<file path="config.mk">
export PLATFORM = sky130hd
export DESIGN_NAME = hazard_ctrl
export DESIGN_NICKNAME = d
export VERILOG_FILES = /design/src/rtl/hazard_ctrl.sv
export SDC_FILE = /design/constraint.sdc
export NUM_CORES = 1
export LEC_CHECK = 0
export CAP_MARGIN = 20
export CORE_ASPECT_RATIO = 1.75
export CORE_UTILIZATION = 31
export DETAILED_ROUTE_END_ITERATION = 12
export PLACE_DENSITY = 0.95
export RECOVER_POWER = 100
export SLEW_MARGIN = 20
export SYNTH_ARGS = -nofsm -noshare
export SYNTH_HDL_FRONTEND = slang
export SYNTH_SLANG_ARGS = --single-unit
</file>
<file path="constraint.sdc">
create_clock -name clk -period 2.6 [get_ports clk]
set_clock_uncertainty 0.2 [all_clocks]
set_input_delay 0.52 -clock clk [delete_from_list [all_inputs] [get_ports clk]]
set_output_delay 0.52 -clock clk [all_outputs]
set_load 0.02 [all_outputs]
</file>
<file path="src/rtl/hazard_ctrl.sv">
// Stall/bubble controller for the 5-stage pipeline: load-use, branch-operand and MDU-busy hazards.
// Optional stall-cycle performance counter enabled by defining HAZARD_PERF_EN.
module hazard_ctrl #(
  parameter int MULT_LAT = 5,
  parameter int DIV_LAT  = 10,
  parameter int CNT_W    = 4
) (
  input  logic        clk,
  input  logic        rst,
  input  logic [31:0] instr_d,
  input  logic        use_rs_d,
  input  logic        use_rt_d,
  input  logic        branch_d,
  input  logic        mdu_use_d,
  input  logic [4:0]  wba_e,
  input  logic        memread_e,
  input  logic [4:0]  wba_m,
  input  logic        memread_m,
  input  logic        mdu_start_e,
  input  logic        mdu_div_e,
  output logic        pc_en,
  output logic        fd_en,
  output logic        de_clr,
  output logic        stall,
  output logic        mdu_busy,
  output logic [31:0] stall_cnt
);

  typedef enum logic {IDLE, BUSY} state_t;

  localparam logic [CNT_W-1:0] MULT_LD = CNT_W'(MULT_LAT - 1);
  localparam logic [CNT_W-1:0] DIV_LD  = CNT_W'(DIV_LAT - 1);

  state_t           state, state_nx;
  logic [CNT_W-1:0] cnt, cnt_nx;

  logic [4:0] rs_d, rt_d;
  logic       lu, br, md;
  logic       unused_instr;

  assign rs_d         = instr_d[25:21];
  assign rt_d         = instr_d[20:16];
  assign unused_instr = ^{instr_d[31:26], instr_d[15:0]};

  function automatic logic hit(input logic [4:0] r, input logic [4:0] w);
    return (r != '0) && (r == w);
  endfunction

  assign lu = memread_e && ((use_rs_d && hit(rs_d, wba_e)) ||
                            (use_rt_d && hit(rt_d, wba_e)));

  // Branches resolve in D, so any pending ALU result in E or load in M blocks them.
  assign br = branch_d &&
              ((use_rs_d && (hit(rs_d, wba_e) || (memread_m && hit(rs_d, wba_m)))) ||
               (use_rt_d && (hit(rt_d, wba_e) || (memread_m && hit(rt_d, wba_m)))));

  assign mdu_busy = mdu_start_e | (state == BUSY);
  assign md       = mdu_use_d && mdu_busy;

  assign stall  = lu | br | md;
  assign pc_en  = ~stall;
  assign fd_en  = ~stall;
  assign de_clr = stall;

  always_ff @(posedge clk or posedge rst) begin
    if (rst) begin
      state <= IDLE;
      cnt   <= '0;
    end else begin
      state <= state_nx;
      cnt   <= cnt_nx;
    end
  end

  always_comb begin
    state_nx = state;
    cnt_nx   = cnt;
    if (mdu_start_e) begin
      cnt_nx   = mdu_div_e ? DIV_LD : MULT_LD;
      state_nx = (cnt_nx != '0) ? BUSY : IDLE;
    end else begin
      case (state)
        BUSY: begin
          if (cnt <= CNT_W'(1)) begin
            state_nx = IDLE;
            cnt_nx   = '0;
          end else begin
            cnt_nx = cnt - CNT_W'(1);
          end
        end
        default: begin
          state_nx = IDLE;
          cnt_nx   = cnt;
        end
      endcase
    end
  end

`ifdef HAZARD_PERF_EN
  logic [31:0] perf_q;

  always_ff @(posedge clk or posedge rst) begin
    if (rst)
      perf_q <= '0;
    else if (stall)
      perf_q <= perf_q + 32'd1;
  end

  assign stall_cnt = perf_q;
`else
  assign stall_cnt = '0;
`endif

endmodule
</file>
## Word-level counts from Yosys, hierarchy flattened

Index checks and enable logic that the tools add are counted.

| word-level totals | value |
|---|---|
| output and inout bits | 37 |
| input bits | 52 |
| logic and storage cells | 41 |
| register bits | 5 |

| cells by class | value |
|---|---|
| mux-type cells | 8 |
| bitwise operators | 4 |
| add/sub/neg operators | 1 |
| eq/ne operators | 4 |
| order comparisons | 1 |
| reductions and logical operators | 21 |

Operators with widths:

| cell | count |
|---|---|
| 5-bit == test | 4 |
| 4-bit two-way mux | 4 |
| 1-bit logical AND | 13 |
| 5-bit nonzero test | 2 |
| 4-bit by 1-bit <= comparator with 1-bit output (second input constant) | 1 |
| 1-bit logical OR | 4 |
| 1-bit two-way mux | 4 |
| 4-bit nonzero test | 1 |
| 4-bit by 1-bit subtractor with 4-bit output (second input constant) | 1 |
| 1-bit bitwise OR | 3 |
| 2-bit nonzero test | 1 |
| 1-bit inverter | 1 |

## Longest topological paths before layout

| logic depth | value |
|---|---|
| depth in word-level cells | 10 |
| gate-level depth with buffers | 6 |
| depth with buffers taken out | 6 |

## Worst setup path after synthesis

OpenSTA, ideal clock, no wires.

| timing | value |
|---|---|
| kind | input port to output port |
| start point | input instr_d[25] |
| end point | output stall |
| arrival time | 1734 ps |
| slack | 146 ps |
| stages | 5 |
| path buffers | 1 |
| data required time | 1880 ps |
| cells stage by stage | xor2_1 > nor4_1 > a22oi_1 > o221ai_1 > buf_4 |

| between the ends | value |
|---|---|
| cells in the longest elaborated chain, start to end | 9 |
| elaborated cells between the ends (all ways) | 15 |
| classes of those cells | 2 x eq/ne; 2 x bitwise; 11 x reduce/logical |

Ends and longest elaborated chain:

| item | RTL line | source |
|---|---|---|
| from (decl) | 10 | `input logic [31:0] instr_d,` |
| 5-bit == test / 5-bit nonzero test (equally long branches) | 46 | `return (r != '0) && (r == w);` |
| 1-bit logical AND | 46 |  |
| 1-bit logical AND | 54 | `((use_rs_d && (hit(rs_d, wba_e) \|\| (memread_m && hit(rs_d, wba_m)))) \|\|` |
| 1-bit logical OR | 54 |  |
| 1-bit logical AND | 54 |  |
| 1-bit logical OR | 54 |  |
| 1-bit logical AND | 53 | `assign br = branch_d &&` |
| 1-bit bitwise OR * (2 in a row) | 60 | `assign stall = lu \| br \| md;` |
| to (decl) | 24 | `output logic stall,` |

Every way passes the cells marked *; elsewhere a longest branch is shown, timed or not.

## Final worst setup path

| timing | value |
|---|---|
| start point | input wba_m[2] |
| end point | output pc_en |

| between the ends | value |
|---|---|
| cells in the longest elaborated chain, start to end | 10 |
| elaborated cells between the ends (all ways) | 15 |
| classes of those cells | 2 x eq/ne; 3 x bitwise; 10 x reduce/logical |

Ends and longest elaborated chain:

| item | RTL line | source |
|---|---|---|
| from (decl) | 17 | `input logic [4:0] wba_m,` |
| 5-bit == test | 46 |  |
| 1-bit logical AND | 46 |  |
| 1-bit logical AND, on equally long branches | 54, 55 |  |
| 1-bit logical OR, on equally long branches | 54, 55 |  |
| 1-bit logical AND, on equally long branches | 54, 55 |  |
| 1-bit logical OR * | 54 |  |
| 1-bit logical AND * | 53 |  |
| 1-bit bitwise OR * (2 in a row) | 60 |  |
| 1-bit inverter * | 61 | `assign pc_en = ~stall;` |
| to (decl) | 21 | `output logic pc_en,` |

Marks and branches as above.

==> results.sh <==
export IMPL_fin_crit_ns=2.521
export IMPL_crit_arrival_ns=1.80
export IMPL_grt_antenna_before_repair=0
export IMPL_synth_top_cell_area_share_pct=30.77
export IMPL_p_int_uw=307.5
export IMPL_stdcell_count=171
export IMPL_ys_warn_count=0
export IMPL_wire_per_inst_um=10.74
export IMPL_r2r_end="cnt[0]"
export IMPL_synth_edf_count=0
export IMPL_die_area_mm2=0.002895
export IMPL_place_inst=168
export IMPL_ys_seq_area_share_pct=15.08
export IMPL_finalCritPeriodShare_pct=96.95
export IMPL_power_uw=504.4
export IMPL_p_leak_nw=0.5677
export IMPL_cts_tree="done"
export IMPL_cts_buffers=3
export IMPL_cp_max_fo=2
export IMPL_viasPerCell=4.368
export IMPL_clk_path_buf_depth=2
export IMPL_grt_pass1_wl_mm=2.829
export IMPL_ys_ff_latch=5
export IMPL_final_area_mm2=0.001170
export IMPL_hold_path_class="flip-flop to flip-flop"
export IMPL_rrSetupSlack_ns=0.89
export IMPL_routed_via_count=747
export IMPL_first_global_vias=735
export IMPL_maxCapViolCount=0
export IMPL_die_w_um=41.11
export IMPL_syn_area_um2=829.5
export IMPL_power_switching_uw=196.9
export IMPL_final_layout_size_suffix_gt1_share_pct=20.00
export IMPL_cp_required_ns=1.88
export IMPL_drtAntennaViolNets=0
export IMPL_cts_sinks=5
export IMPL_crit_start="wba_m[2]"
export IMPL_critPathKind="primary input to output pin"
export IMPL_final_util_pct=46.38
export IMPL_rows=24
export IMPL_p_clk_share_pct=28.6
export IMPL_p_seq_share_pct=22.0
export IMPL_dr_pass1_iters=4
export IMPL_drt_iter0_markers=7
export IMPL_clk_insertion_delay_late_ns=0.22
export IMPL_syn_to_final_growth_pct=41.03
export IMPL_clkTransAtPathRegs_ns=0.03
export IMPL_dpl_instance_area_mm2=0.001139
export IMPL_post_route_worst_setup_slack_ns=0.07920
export IMPL_post_route_drc_count=0
export IMPL_slew_violations=0
export IMPL_status="complete, no violations"
export IMPL_p_comb_share_pct=49.4
export IMPL_setup_tns_ns=0
export IMPL_diodes=0
export IMPL_synth_distinct_cells=25
export IMPL_grt_usage_pct=13.63
export IMPL_max_freq_ghz=0.3967
export IMPL_async_flop_share_pct=100.0
export IMPL_p_sw_share_pct=39.03
export IMPL_pre_cts_slack_ns=-0.6994
export IMPL_port_buffers=34
export IMPL_die_height_um=70.43
export IMPL_setup_viol=0
export IMPL_p_per_area_mw_per_mm2=431.2
export IMPL_totalWireLength_mm=1.837
export IMPL_holdWs_ns=0.4041
export IMPL_hold_buffers=0
export IMPL_syn_area_per_cell_um2=8.213
export IMPL_nNetsFinal=200
export IMPL_start_kind="primary input"
export IMPL_dp_hpwl_mm=1.608
export IMPL_hold_viol=0
export IMPL_worstSetupEndpoint="pc_en"
export IMPL_synth_area_leaders="buf_4 31%, xor2_1 21%, dfrtp_1 15%"
export IMPL_grt_max_degree=7
export IMPL_core_area_mm2=0.002522
export IMPL_r2r_worst_path_cells=6
export IMPL_cts_max_level=1
export IMPL_synth_cells=101
export IMPL_r2r_start="cnt[0]"
export IMPL_vdd_drop_max_mv=0.3119
export IMPL_synth_area_leader_cell="buf_4"
export IMPL_clockRootBuffer="clkbuf_8"
export IMPL_yosys_most_used_dff="dfrtp_1"
export IMPL_initial_core_util_pct=32.89
export IMPL_cts_setup_buffers=0
export IMPL_cp_end_kind="output pin"
export IMPL_gp_congestion=0.7166
export IMPL_n_fill_cell=272
export IMPL_io_pins=89
export IMPL_overflow=0
-- worst min path at each step --
stage	startpoint	to	slack, ns	cells past startpoint
2_1_floorplan	rst	cnt[0]	0.1	1
3_3_place_gp	cnt[3]	state	0.39	2
3_5_place_dp	cnt[3]	state	0.40	2
4_1_cts	rst	state	0.31	2
5_1_grt	cnt[3]	state	0.46	2
6_report	cnt[3]	state	0.40	2
-- cell usage after synthesis (all sizes together), types with 2 or more instances --
library cell and n:
buf 34, xor2 20, nor2 7, dfrtp 5, nand2 4, nor4 4, inv 3, o21ai 3
a22oi 2, ha 2, mux2i 2, nand2b 2, o21a 2, or4 2
-- power by group through the flow --
| stage | combinational (mW) | sequential [mW] | clock (mW) |
|---|---|---|---|
| floorplan | 0.193 | 0.108 | 0 |
| global placement | 0.248 | 0.111 | 0 |
| detailed placement | 0.256 | 0.112 | 0 |
| CTS | 0.247 | 0.111 | 0.148 |
| global route | 0.279 | 0.114 | 0.154 |
| finish | 0.249 | 0.111 | 0.144 |
-- per-layer routing --
layer	track usage (%)	part of all wire [%]	up-vias	wire, um
li1	-	-	364	-
met1	12.43	30	347	553
met2	24.65	62	33	1133
met3	3.175	6.5	3	120
met4	6.810	1.6	0	30
met5	0	0	-	0
-- kinds of logic (layout without fill, tap and decap cells) --
logic type               after synthesis  in the layout  share of synthesized area (%)
AO/OA/AOI/OAI                         12             12                          11.31
adder cells (fa/ha/maj)                2              2                          3.016
XOR/XNOR                              20             20                          21.12
AND/OR/NAND/NOR                       22             22                          14.48
multiplexers                           2              2                          2.413
buffers and inverters                 37             50                          32.13
flip-flops                             5              5                          15.08
other                                  1             32                         0.4521
-- layout by cell type, fill, tap and decap left out, types with 2 or more instances in the layout --
cell type / Yosys / layout
buf_6: 0 / 2
clkbuf_8: 0 / 3
or4_4: 1 / 2
nor2_1: 7 / 7
clkdlybuf4s50_1: 0 / 9
conb_1: 1 / 32
clkbuf_1: 0 / 2
nand2_1: 4 / 4
dfrtp_1: 5 / 5
buf_4: 34 / 8
dlygate4sd2_1: 0 / 10
nand2b_1: 2 / 2
clkbuf_2: 0 / 6
o21a_1: 2 / 2
mux2i_1: 2 / 2
ha_1: 2 / 2
nor4_2: 0 / 3
xor2_1: 20 / 20
clkdlybuf4s15_1: 0 / 5
inv_1: 3 / 3
o21ai_4: 0 / 2
-- worst max-delay path, stage by stage --
cell           delay, ns
dlygate4sd2_1       0.25
xor2_1              0.14
nor4_1              0.31
a22oi_1             0.14
o221a_1             0.30
buf_6               0.14
-- flip-flops by register name (all words and copies together), names as in the netlist --
signal / cells
state: 1
cnt: 4
-- cell type report --
cell class	instances	area [um2]	share of cell area, %
well taps	26	32.53	2.781
repair buffers	43	359.1	30.70
flip-flops and latches	5	125.1	10.70
inverters	3	11.26	0.9626
multi-input cells	90	596.8	51.02
clock buffers	4	45.04	3.850
-- what timing repair did --
| item | CTS | global route |
|---|---|---|
| cloned | 0 | 0 |
| pin swaps | 9 | 9 |
| setup endpoints to repair | 4 | 4 |
| resized for setup | 50 | 14 |
No activity file was read; power rests on OpenSTA's default activity.
